==> src/rtl/sipo_deser_if.sv <==
// sipo_deser_if: bundles the serial link input, the parallel valid/ready
// output and the sideband control/status of the deserializer.
//   master : serial source / parallel consumer side (drives serial_in,
//            bit_valid, sync_clr, out_ready, overrun_clr)
//   slave  : the deserializer itself (drives parallel_out, out_valid,
//            overrun, bit_count)
interface sipo_deser_if #(
  parameter int WIDTH = 16
) ();
  logic                     serial_in;
  logic                     bit_valid;
  logic                     sync_clr;
  logic [WIDTH-1:0]         parallel_out;
  logic                     out_valid;
  logic                     out_ready;
  logic                     overrun;
  logic                     overrun_clr;
  logic [$clog2(WIDTH)-1:0] bit_count;

  modport master (
    output serial_in, bit_valid, sync_clr, out_ready, overrun_clr,
    input  parallel_out, out_valid, overrun, bit_count
  );

  modport slave (
    input  serial_in, bit_valid, sync_clr, out_ready, overrun_clr,
    output parallel_out, out_valid, overrun, bit_count
  );
endinterface

==> src/rtl/sipo_deser.sv <==
// sipo_deser: receive end of the LSB-first serial shift link. Assembles
// WIDTH-bit words from qualified serial bits and presents each one on a
// one-entry valid/ready output register, flagging words dropped while the
// consumer stalls.
// Ports:
//   clk    : clock, rising edge
//   rst_n  : asynchronous active-low reset
//   bus    : sipo_deser_if.slave (serial_in, bit_valid, sync_clr,
//            out_ready, overrun_clr in; parallel_out, out_valid, overrun,
//            bit_count out)
//
// Output register FSM:
//   state | meaning
//   EMPTY | no unconsumed word, out_valid=0
//   FULL  | parallel_out holds an unconsumed word, out_valid=1
module sipo_deser #(
  parameter int WIDTH     = 16,
  parameter bit MSB_FIRST = 1'b0
) (
  input logic         clk,
  input logic         rst_n,
  sipo_deser_if.slave bus
);

  localparam int CW = $clog2(WIDTH);

  typedef enum logic {EMPTY = 1'b0, FULL = 1'b1} state_t;

  state_t           state_q, state_d;
  logic [WIDTH-1:0] sreg_q, sreg_d;
  logic [CW-1:0]    cnt_q, cnt_d;
  logic [WIDTH-1:0] pout_q, pout_d;
  logic             ovr_q, ovr_d;
  logic [WIDTH-1:0] shift_nxt;
  logic             take_bit;
  logic             complete;

  generate
    if (MSB_FIRST) begin : g_msb
      assign shift_nxt = {sreg_q[WIDTH-2:0], bus.serial_in};
    end else begin : g_lsb
      assign shift_nxt = {bus.serial_in, sreg_q[WIDTH-1:1]};
    end
  endgenerate

  // sync_clr wins over a simultaneous bit, so that bit can never complete a word
  assign take_bit = bus.bit_valid && !bus.sync_clr;
  assign complete = take_bit && (cnt_q == CW'(WIDTH - 1));

  always_comb begin
    sreg_d = sreg_q;
    cnt_d  = cnt_q;
    if (bus.sync_clr) begin
      sreg_d = '0;
      cnt_d  = '0;
    end else if (bus.bit_valid) begin
      sreg_d = shift_nxt;
      cnt_d  = complete ? '0 : cnt_q + CW'(1);
    end
  end

  // Completed word comes from shift_nxt so the completing bit is included
  always_comb begin
    state_d = state_q;
    pout_d  = pout_q;
    ovr_d   = ovr_q && !bus.overrun_clr;
    unique case (state_q)
      EMPTY: begin
        if (complete) begin
          state_d = FULL;
          pout_d  = shift_nxt;
        end
      end
      FULL: begin
        if (complete && bus.out_ready) begin
          pout_d = shift_nxt;
        end else if (complete) begin
          // held word wins; the new one is dropped and the drop is recorded
          ovr_d = 1'b1;
        end else if (bus.out_ready) begin
          state_d = EMPTY;
        end
      end
      default: state_d = EMPTY;
    endcase
  end

  always_ff @(posedge clk or negedge rst_n) begin
    if (!rst_n) begin
      state_q <= EMPTY;
      sreg_q  <= '0;
      cnt_q   <= '0;
      pout_q  <= '0;
      ovr_q   <= 1'b0;
    end else begin
      state_q <= state_d;
      sreg_q  <= sreg_d;
      cnt_q   <= cnt_d;
      pout_q  <= pout_d;
      ovr_q   <= ovr_d;
    end
  end

  assign bus.parallel_out = pout_q;
  assign bus.out_valid    = (state_q == FULL);
  assign bus.overrun      = ovr_q;
  assign bus.bit_count    = cnt_q;

endmodule

==> src/flat_wrapper.sv <==
// flat-port wrapper written by rule: the top's interface ports become plain ports
module sipo_deser_flat 
#(
  parameter int WIDTH     = 16,
  parameter bit MSB_FIRST = 1'b0
)
  (clk, rst_n, bus_serial_in, bus_bit_valid, bus_sync_clr, bus_out_ready, bus_overrun_clr, bus_parallel_out, bus_out_valid, bus_overrun, bus_bit_count);
  sipo_deser_if #(.WIDTH(WIDTH)) bus_i ();
  input logic clk;
  input logic rst_n;
  input wire logic [$bits(bus_i.serial_in)-1:0] bus_serial_in;
  input wire logic [$bits(bus_i.bit_valid)-1:0] bus_bit_valid;
  input wire logic [$bits(bus_i.sync_clr)-1:0] bus_sync_clr;
  input wire logic [$bits(bus_i.out_ready)-1:0] bus_out_ready;
  input wire logic [$bits(bus_i.overrun_clr)-1:0] bus_overrun_clr;
  output wire logic [$bits(bus_i.parallel_out)-1:0] bus_parallel_out;
  output wire logic [$bits(bus_i.out_valid)-1:0] bus_out_valid;
  output wire logic [$bits(bus_i.overrun)-1:0] bus_overrun;
  output wire logic [$bits(bus_i.bit_count)-1:0] bus_bit_count;
  assign bus_i.serial_in = bus_serial_in;
  assign bus_i.bit_valid = bus_bit_valid;
  assign bus_i.sync_clr = bus_sync_clr;
  assign bus_i.out_ready = bus_out_ready;
  assign bus_i.overrun_clr = bus_overrun_clr;
  assign bus_parallel_out = bus_i.parallel_out;
  assign bus_out_valid = bus_i.out_valid;
  assign bus_overrun = bus_i.overrun;
  assign bus_bit_count = bus_i.bit_count;
  sipo_deser #(.WIDTH(WIDTH), .MSB_FIRST(MSB_FIRST)) u_core (.clk(clk), .rst_n(rst_n), .bus(bus_i));
endmodule
==> config.mk <==
export PLATFORM = sky130hd
export DESIGN_NAME = sipo_deser_flat
export DESIGN_NICKNAME = d
export VERILOG_FILES = /design/src/rtl/sipo_deser_if.sv /design/src/rtl/sipo_deser.sv /design/src/flat_wrapper.sv
export SDC_FILE = /design/constraint.sdc
export NUM_CORES = 1
export LEC_CHECK = 0
export CAP_MARGIN = 20
export CORE_MARGIN = 10
export CORE_UTILIZATION = 40
export CTS_CLUSTER_SIZE = 28
export DETAILED_ROUTE_END_ITERATION = 6
export PLACE_DENSITY_LB_ADDON = 0.12
export SLEW_MARGIN = 20
export SYNTH_ARGS = -nofsm -noshare
export SYNTH_HDL_FRONTEND = slang
export SYNTH_SLANG_ARGS = --single-unit
==> constraint.sdc <==
create_clock -name clk -period 1.6 [get_ports clk]
set_input_delay 0.24 -clock clk [delete_from_list [all_inputs] [get_ports clk]]
set_output_delay 0.24 -clock clk [all_outputs]
set_load 0.05 [all_outputs]
==> summary by stage, run 1 <==
Outcome
The run finished with clean final reports.

Global routing
The first global-routing pass estimated 4.97 mm of wire. The remaining global-route overflow is 0. The total global-route track usage is 9.86%. Entering global routing, the biggest net connects 38 pins.

The via count of the first global-routing pass was 992. The initial antenna violation count is 0.

Power
Power spread over the standard cell area amounts to 916 nW/um2. Sequential cells account for 50.6% of the total power. The highest ir drop seen on vdd is 0.504 mV.

The clock network fraction of total power is 43.1%. Net switching is 22.3% of the power. The cell internal power dissipation is 1.46 mW. The static power due to leakage is 1.05 nW. The switching power summed over all nets is 417 uW. The logic gate share of total power is 6.3%.

Timing
The headroom to the max-slew limit is 79.9%. The upper clock frequency limit is 642 MHz. Setup repair after global routing could not meet its margin everywhere. The final clock skew is 0.00776 ns. The total of endpoints with negative setup slack in the final report is 0. The worst hold margin is 0.313 ns. Setup slack closes at 0.0428 ns. The period utilization is 97.3%.

The number of hold violations in the final report is 0. The final max-slew violation count is 0. The pin slew with the least headroom to its limit is 0.302 ns. The time the worst path needs with I/O delays and setup is 1.56 ns.

Finish
The layout net count is 161. The share of layout cells above drive strength 1 is 41.6%. The final instance area is 2050 um2. The fraction of the core area covered by cells at the end of the flow is 55.5%.

The area overhead of the layout relative to synthesis is 33.4%. The number of antenna diodes in the final layout is 0. The layout has 317 filler cells.

Synth
After synthesis the netlist holds a flip-flop and latch count of 37. The net count after synthesis is 119. The post-synth design cell area is 1530 um2.

The cell count after synthesis is 111. The share of the Yosys chip area taken by registers is 60.4%. The Yosys step of the flow raised 0 warnings. The average cell area after synthesis is 13.8 um2.

After synthesis, the netlist uses 21 different library cells.

CTS
The H-tree depth reported by CTS is 2. Clock-pin slew was measured on the worst setup and hold paths at 0.08 ns. At the later pin of the worst-skew pair, clock insertion delay measures 0.29 ns. In this run the deepest clock path goes through 2 buffers. The CTS tree is yes.

The TritonCTS sink count is 37. The clock buffer count from CTS is 5. In this run the clock root is driven by a clkbuf_8.

Worst setup path
The kind of cell with the highest combined delay on the critical path is flip-flops. The path type of the worst setup path is flip-flop to flip-flop. Traced cell by cell, the critical path runs through ha_4 -> nand2_4 -> nor4b_4 -> buf_6 -> mux2_2. The largest individual stage delay along the critical path comes from the cell dfrtp_2. The kind of end point of the critical path is a flip-flop. At the worst endpoint, the arrival time is 1.73 ns. Counting both buffers and inverters, the worst setup path holds a total of 1.

In this run the worst path has a maximum fanout of 8. The maximum single-stage delay on the critical path is 0.40 ns. The critical path startpoint category is a flip-flop. The data required time at the worst endpoint is 1.78 ns.

Floorplanning
The count of boundary I/O pins is 29. Measured along the x axis, the die boundary spans 81.9 um. The die area is 6710 um2. The placeable core region is 3690 um2.

The initial utilization of the core area, before any placement, comes to 41.6%. The floorplan row count is 22. The floorplan step set the die height to 81.9 um.

Route
The routed wirelength normalized by instance count is 14.8 um. The final layout contains routed wiring with a total length of 2.99 mm. Using the TritonRoute via totals, the vias-per-cell ratio works out to 4.72. Before antenna repair, the detailed router went through 4 iterations. Across all layers, the routed design uses 953 vias. In the routed design, unresolved DRC markers number 0. The remaining number of nets flagged by the antenna check after routing is 0. The number of DRC markers after the initial detailed-route iteration is 54.

Worst hold path
The type of the most critical hold path is input port to async pin.

Place
The final weighted congestion in routability-driven placement is 0.745. The count of buffers added on input and output ports is 28. Timing analysis after detailed placement gives a worst setup slack of -0.194 ns. Once placement finished, the instance area stood at 1920 um2. The final HPWL from detailed placement is 2.08 mm.

Job
The number of max-capacitance violations reported is 0.
[metrics by stage]
| step | total power [mW] | setup TNS [ns] | instances |
|---|---|---|---|
| detailed placement | 1.09 | -2.91 | 193 |
| floorplan | 1.02 | -4.40 | 111 |
| global route | 1.97 | -0.218 | 202 |
| CTS | 1.92 | -0.0263 | 201 |
| finish | 1.88 | 0 | 202 |
| global placement | 1.08 | -2.96 | 193 |
[worst paths after layout]
path / endpoint / cells past startpoint / start / slack, ns
setup reg to reg: u_core.bus.parallel_out[11]$_DFFE_PN0P_ / 5 / u_core.bus.bit_count[0]$_DFFE_PN0P_ / 0.04
hold / removal: u_core.bus.parallel_out[5]$_DFFE_PN0P_ / 2 / rst_n / 0.31
min in group clk: u_core.bus.overrun$_DFF_PN0_ / 2 / bus_overrun_clr / 0.51
max in group asynchronous: u_core.bus.bit_count[0]$_DFFE_PN0P_ / 2 / rst_n / 1.08
hold reg to reg: u_core.bus.parallel_out[10]$_DFFE_PN0P_ / 1 / u_core.bus.parallel_out[10]$_DFFE_PN0P_ / 0.52
setup / recovery: u_core.bus.parallel_out[11]$_DFFE_PN0P_ / 5 / u_core.bus.bit_count[0]$_DFFE_PN0P_ / 0.04
[sequential cells by signal, summed over array words and instances, names as in the netlist]
name and flops:
u_core.sreg_q 15, u_core.bus.out_valid 1, u_core.bus.parallel_out 16, u_core.bus.overrun 1, u_core.bus.bit_count 4
[layer usage]
metal	wire [um]	part of all wire, %	track usage [%]
met5	0	0	0
met4	57	1.9	5.10
met3	253	8.5	4.91
met2	1400	47	14.5
met1	1280	43	11.6
[synthesized netlist by cell type, drive strengths merged]
library cell	n	share of area, %
nand3b	1	0.49
inv	1	0.24
ha	1	0.82
nand2b	2	0.82
nor2	17	4.2
nor4b	1	1.5
nand3	1	0.33
mux2	16	14
dfrtp	37	60
mux2i	16	10
xor2	1	0.57
nand2	5	1.4
a21oi	3	0.98
clkbuf	2	0.49
o22ai	1	0.41
o21ai	1	0.33
buf	3	1.6
or3	2	0.82
[timing repair]
| item | in CTS | in global routing |
|---|---|---|
| endpoints found under the hold margin | 0 | 0 |
| resized for setup | 0 | 2 |
| setup buffers | 0 | 1 |
| setup endpoints to repair | 5 | 16 |
| hold buffers | 0 | 0 |
| pin swaps | 0 | 2 |
| gates cloned | 0 | 0 |
[cell type report]
class / count / area (um2) / share of cell area, %
Clock buffer: 5 / 68.8 / 3.36
Sequential cell: 37 / 928 / 45.4
Inverter: 1 / 3.75 / 0.183
Clock inverter: 3 / 46.3 / 2.26
Multi-Input combinational cell: 68 / 592 / 28.9
Tap cell: 48 / 60.1 / 2.93
Timing Repair Buffer: 40 / 348 / 17.0
[cell usage in the layout, fill, tap and decap left out, types with 3 or more instances in the layout]
master           count
dfrtp_1             35
buf_4               30
nor2_1              17
mux2i_1             16
mux2_4              10
mux2_2               6
clkdlybuf4s50_1      6
clkbuf_8             5
nand2_1              3
a21oi_1              3
[cell families (layout without fill, tap and decap cells)]
kind of cell / Yosys count / after routing / share of synthesized area (%)
adders and majority gates: 1 / 1 / 0.816
AOI/OAI and AO/OA: 5 / 5 / 1.71
muxes: 32 / 32 / 24.6
xor gates and xnor gates: 1 / 1 / 0.571
buffers and inverters: 6 / 49 / 2.37
and+or+nand+nor: 29 / 29 / 9.54
DFF: 37 / 37 / 60.4
[power by group through the flow]
stage               Sequential, mW  Combinational, mW  Clock (mW)
floorplan                    0.982             0.0385           0
global placement             0.967              0.118           0
detailed placement           0.968              0.121           0
CTS                          0.949              0.121       0.848
global route                 0.949              0.130       0.887
finish                       0.949              0.118       0.808
Note: power is estimated with default switching activity, not from simulation.
==> inputs of run 2 (changes only) <==
--- a/config.mk
+++ b/config.mk
@@ -10,8 +10,8 @@
 export CORE_UTILIZATION = 40
 export CTS_CLUSTER_SIZE = 28
 export DETAILED_ROUTE_END_ITERATION = 6
+export GPL_TIMING_DRIVEN = 0
 export PLACE_DENSITY_LB_ADDON = 0.12
-export SLEW_MARGIN = 20
 export SYNTH_ARGS = -nofsm -noshare
 export SYNTH_HDL_FRONTEND = slang
 export SYNTH_SLANG_ARGS = --single-unit
==> summary by stage, run 2 (synthesis gave the netlist of run 1 again) <==
Timing
The upper clock frequency limit came to 617 MHz (-4.0%). The time the worst path needs with I/O delays and setup is 1.62 ns (+0.0645 ns). The headroom to the max-slew limit is 47.7% (-32 points). The number of hold violations in the final report is 0 (unchanged).

The final max-slew violation count came to 0 (unchanged). Setup repair after global routing could not meet its margin everywhere. The total of endpoints with negative setup slack in the final report came to 14 (+14). The period utilization was 101% (+4.0 points). The pin slew with the least headroom to its limit came to 0.784 ns (+0.482 ns). The post-layout worst setup margin is -0.0218 ns (-0.0645 ns). The final clock skew is 0.00941 ns (+0.00166 ns).

Worst setup path
STA classifies the critical path startpoint as a flip-flop. The launch point of the critical path is u_core.bus.bit_count[0]$_DFFE_PN0P_. The data required time at the worst endpoint came to 1.77 ns (about the same). The maximum single-stage delay on the critical path is 0.40 ns (about the same). The critical path goes through ha_4 -> nand2_4 -> nor4b_4 -> buf_6 -> clkbuf_16 -> mux2_4. The path type of the worst setup path is flip-flop to flip-flop. The maximum net fanout on the critical path is 5 (-3).

The critical-path cell with the highest stage delay is dfrtp_2. The kind of end point of the critical path is a flip-flop. The worst-case reg-to-reg path depth was 6 (+1). In this design, the largest share of critical-path delay is due to flip-flops. The startpoint of the lowest-slack register-to-register path is u_core.bus.bit_count[0]$_DFFE_PN0P_.

The number of stages on the worst setup path is 6 (+1). The critical path buffer and inverter count is 2 (+1). The arrival time reported for the critical path endpoint is 1.80 ns (+0.07 ns).

Route
The number of iterations in the first detailed-routing pass is 2 (-2). The detailed-route DRC error count is 0 (unchanged). The post-detailed-route via-to-cell ratio is 4.89 (+3.6%).

The routed wirelength normalized by instance count was 15.5 um (+4.6%). The remaining number of nets flagged by the antenna check after routing is 0 (unchanged). The final wirelength is 3.11 mm (+4.1%). The number of DRC markers after the initial detailed-route iteration is 61 (+13%). The overall via count from detail_route is 982 (+3.0%).

Global routing
The pin count of the biggest net entering global routing is 38 (unchanged). The first-pass GRT wire length is 5.13 mm (+3.1%). The total global-route track usage is 10.2% (+0.34 points).

The via count of the first global-routing pass is 1028 (+3.6%). The initial antenna violation count is 0 (unchanged). The remaining global-route overflow is 0 (unchanged).

Job
The number of max-capacitance violations reported is 0 (unchanged).

CTS
The clock-pin slew on the worst setup and hold paths was 0.08 ns (about the same). The H-tree depth reported by CTS is 2 (unchanged). The latest clock arrival within the worst-skew pair is 0.29 ns (about the same). The TritonCTS sink count is 37 (unchanged). The CTS tree is yes. The library cell used as clock root buffer is clkbuf_8.

The number of buffers on the longest clock path is 2 (unchanged). The clock buffer count from CTS is 5 (unchanged).

Power
The clock network fraction of total power came to 37.4% (-5.7 points). The logic gate share of total power is 6.3% (about the same). The switching power summed over all nets is 404 uW (-3.2%).

The highest ir drop seen on vdd is 0.703 mV (+40%). The static power due to leakage is 1.09 nW (+3.9%). The cell internal power dissipation came to 1.28 mW (-12%). The sequential cell fraction of total power is 56.3% (+5.7 points).

The power consumption is 1.69 mW (-10%). The power per cell area is 826 nW/um2 (-9.8%). The net switching fraction of the power is 24.0% (+1.7 points).

Finish
Leaving out fill and tap cells, the most frequent cells in the layout are dfrtp_1, dlygate4sd2_1, nor2_1. The most common cell after layout, fill and taps aside is dfrtp_1. The number of antenna cells inserted came to 0 (unchanged). The layout net count is 160 (-0.62%). The share of layout cells above drive strength 1 is 28.1% (-13 points).

The area overhead of the layout relative to synthesis is 33.0%. The number of flip-flops in the largest register is 16 (unchanged). The final instance area is 2040 um2 (-0.31%). The number of standard cells in the layout, taps in and fillers out is 201 (-0.50%).

Worst hold path
The type of the most critical hold path is input port to async pin.

Floorplanning
The die area is 6710 um2 (unchanged). The floorplan row count was 22 (unchanged). The placeable core region is 3690 um2 (unchanged). The y dimension of the die came to 81.9 um (unchanged). The effective utilization at floorplan is 41.6% (unchanged).

The count of boundary I/O pins is 29 (unchanged). The die boundary width is 81.9 um (unchanged).

Place
The instance count after placement with tap cells included was 187 (-3.1%). The placement-stage cell area came to 1890 um2 (-1.3%). The final weighted congestion in routability-driven placement is 0.758 (+1.8%). The number of buffer cells added on primary ports is 28 (unchanged). The final HPWL from detailed placement is 1.99 mm (-4.6%).

Outcome
The run finished, with violations left. The final reports fail on negative setup slack.
run 2: final timing paths:
path / to / slack (ns)
setup / recovery: u_core.bus.parallel_out[9]$_DFFE_PN0P_ / -0.02
hold / removal: u_core.bus.parallel_out[3]$_DFFE_PN0P_ / 0.02
setup reg to reg: u_core.bus.parallel_out[9]$_DFFE_PN0P_ / -0.02
hold reg to reg: u_core.bus.parallel_out[14]$_DFFE_PN0P_ / 0.50
max in group asynchronous: u_core.bus.bit_count[0]$_DFFE_PN0P_ / 1.02
min in group clk: u_core.bus.parallel_out[14]$_DFFE_PN0P_ / 0.50
run 2: what timing repair did:
| item | CTS | global route |
|---|---|---|
| pin swaps | 1 | 1 |
| hold buffers | 0 | 0 |
| setup buffers | 4 | 1 |
| setup endpoints to repair | 38 | 28 |
| resized for setup | 29 | 8 |
| gates cloned | 0 | 1 |
run 2: metal layers:
layer / share of wire [%] / track usage [%] / wire length, um
met1: 45 / 12.4 / 1390
met2: 45 / 14.2 / 1400
met3: 7.4 / 4.37 / 231
met4: 3.0 / 7.31 / 94
met5: 0 / 0 / 0
run 2: power groups by stage:
stage	Clock [mW]	Combinational, mW	Sequential [mW]
2_1_floorplan	0	0.0385	0.982
6_report	0.630	0.106	0.950
5_1_grt	0.698	0.118	0.950
3_5_place_dp	0	0.103	0.970
4_1_cts	0.662	0.109	0.949
3_3_place_gp	0	0.103	0.969
run 2: metrics by stage:
stage / hold WS (ns) / setup slack (ns) / utilization (%) / setup TNS (ns)
floorplan: -0.0556 / -0.323 / - / -4.40
CTS: 0.0517 / -0.0469 / 54.4 / -0.465
detailed placement: 0.373 / -0.519 / 51.3 / -10.01
global placement: 0.492 / -0.671 / 51.4 / -30.05
finish: 0.0195 / -0.0218 / 55.3 / -0.130
global route: 0.0831 / -0.0865 / 55.3 / -1.24
run 2: final cells by class:
cell class	count	area [um2]
plain buffers	5	33.8
clock buffers	5	68.8
clock inverters	3	17.5
fillers	318	1650
inverters	1	3.75
multi-input cells	68	614
flip-flops and latches	37	928
well taps	48	60.1
repair buffers	34	314
==> RTL change: new RTL, config.mk and constraints of run 2 <==
Make the reset (`rst_n`) synchronous in one clocked block. Comments in the files are not updated.
--- a/src/rtl/sipo_deser.sv
+++ b/src/rtl/sipo_deser.sv
@@ -87,3 +87,3 @@
 
-  always_ff @(posedge clk or negedge rst_n) begin
+  always_ff @(posedge clk) begin
     if (!rst_n) begin
Check against the original RTL: differs if rst_n is asserted again (counterexample within 4 cycles, from zero or initial values and one cycle with rst_n low); with rst_n held inactive, the same outputs for 10 cycles.
==> RTL change against run 2 <==
First-iteration DRC count fell by 54%. Hold slack improved by 0.22 ns. Fmax rose by 9.1%. Routed wire length fell by 2.1%. Sequential cell count did not move. Power fell by 12%. Final area fell by 9.0%. Non-clock buffer count rose by 2. Die area fell by 4.3%. Synthesized cell count rose by 32%. Worst setup slack improved by 0.14 ns. Area after synthesis fell by 5.7%. Critical path depth fell by 5. Final cell count rose by 15%. Largest power group unchanged.
==> RTL change: results (changes against run 2) <==
* Via count at 1,109 (was 982)
* Clk_lat worst skew at 0.34 ns (was 0.29 ns)
* Delay-heaviest family, CP: buffers and inverters (was flip-flops)
* Critical Path Start: u_core.bus.overrun (was u_core.bus.bit_count[0])
* GRT Util Overall at 9.97% (was 10.2%)
* Synth top area cells: dfxtp_1, mux2i_1, nand2_1 (was dfrtp_1, mux2i_1, mux2_4)
* IO buf count at 27 (was 28)
* Maximum VDD drop at 0.000437 V (was 0.000703 V)
* Nets at 193 (was 160)
* Drt wl/cell at 13.2 µm (was 15.5 µm)
* R2R setup slack at 0.15 ns (was -0.02 ns)
* Sw frac at 22.0% (was 24.0%)
* Area after DPL at 0.00178 mm² (was 0.00189 mm²)
* Cell variety after synth at 20 (was 21)
* CTS root buffer: clkbuf_4 (was clkbuf_8)
* Dpl hpwl at 2.20 mm (was 1.99 mm)
* Critical path's slowest cell: dlygate4sd2_1 (was dfrtp_2)
* Outcome: completed (was finished with violations)
* Crit path DAT at 1.25 ns (was 1.80 ns)
* Async S/R FF share, synth at 0% (was 100%)
* Vias in the first global route at 1,049 (was 1,028)
* Post-synth top flop: dfxtp_1 (was dfrtp_1)
* Max FO, Critical Path at 2 (was 5)
* Tightest Pin Transition at 0.503 ns (was 0.784 ns)
* Reg2reg end: u_core.bus.parallel_out[8] (was u_core.bus.parallel_out[9])
* Clock-pin slew on the worst setup and hold paths at 0.11 ns (was 0.08 ns)
* HP Class: input port to flip-flop (was input port to async pin)
* Iteration-0 DRC count of the detailed router at 28 (was 61)
RTL change: what timing repair did:
item	4_1_cts	5_1_grt
endpoints found under the setup margin	22	11
gates resized for setup	23	1
setup buffers	0	5
pin swaps	0	1
gates cloned	0	0
RTL change: layout make-up:
cell class,instances,area [µm²]
Sequential cell,37,749
Clock buffer,7,55.1
Buffer,9,55.1
Fill cell,329,1560
Multi-Input combinational cell,100,651
Tap cell,46,57.6
Timing Repair Buffer,32,289
RTL change: power groups by stage:
stage / clock network [W] / registers [W] / logic [W]
final: 0.000485 / 0.000924 / 0.0000784
after global routing: 0.000548 / 0.000925 / 0.0000864
after CTS: 0.000504 / 0.000924 / 0.0000794
after detailed placement: 0 / 0.000945 / 0.0000803
after global placement: 0 / 0.000945 / 0.0000795
after floorplan: 0 / 0.000951 / 0.0000449
RTL change: through the flow:
stage | setup WS (ns) | util, % | instances | setup TNS, ns | power, W
after floorplan | 0.00907 | - | 146 | 0 | 0.000995
after global placement | -0.193 | 52.2 | 219 | -3.36 | 0.00102
after detailed placement | -0.200 | 52.2 | 219 | -3.42 | 0.00103
after CTS | 0.00998 | 53.0 | 226 | 0 | 0.00151
after global routing | 0.0543 | 54.4 | 231 | 0 | 0.00156
final | 0.114 | 54.4 | 231 | 0 | 0.00149
RTL change: logic make-up (layout without fill, tap and decap cells):
kind of cell,Yosys count,count (layout),share of synthesized area (%)
muxes,32,32,22.1
and+or+nand+nor,62,62,19.2
adders and majority gates,1,1,0.865
xor gates and xnor gates,2,2,1.21
buffers and inverters,9,48,3.81
AOI/OAI and AO/OA,3,3,1.56
DFF,37,37,51.2
RTL change: metal layers:
layer  vias to the layer above  global-route usage [%]  wire (µm)
li1                        559                       -          -
met1                       519                    11.1       1300
met2                        26                    14.8       1410
met3                         5                    5.68        276
met4                         0                    5.28         57
met5                         -                       0          0
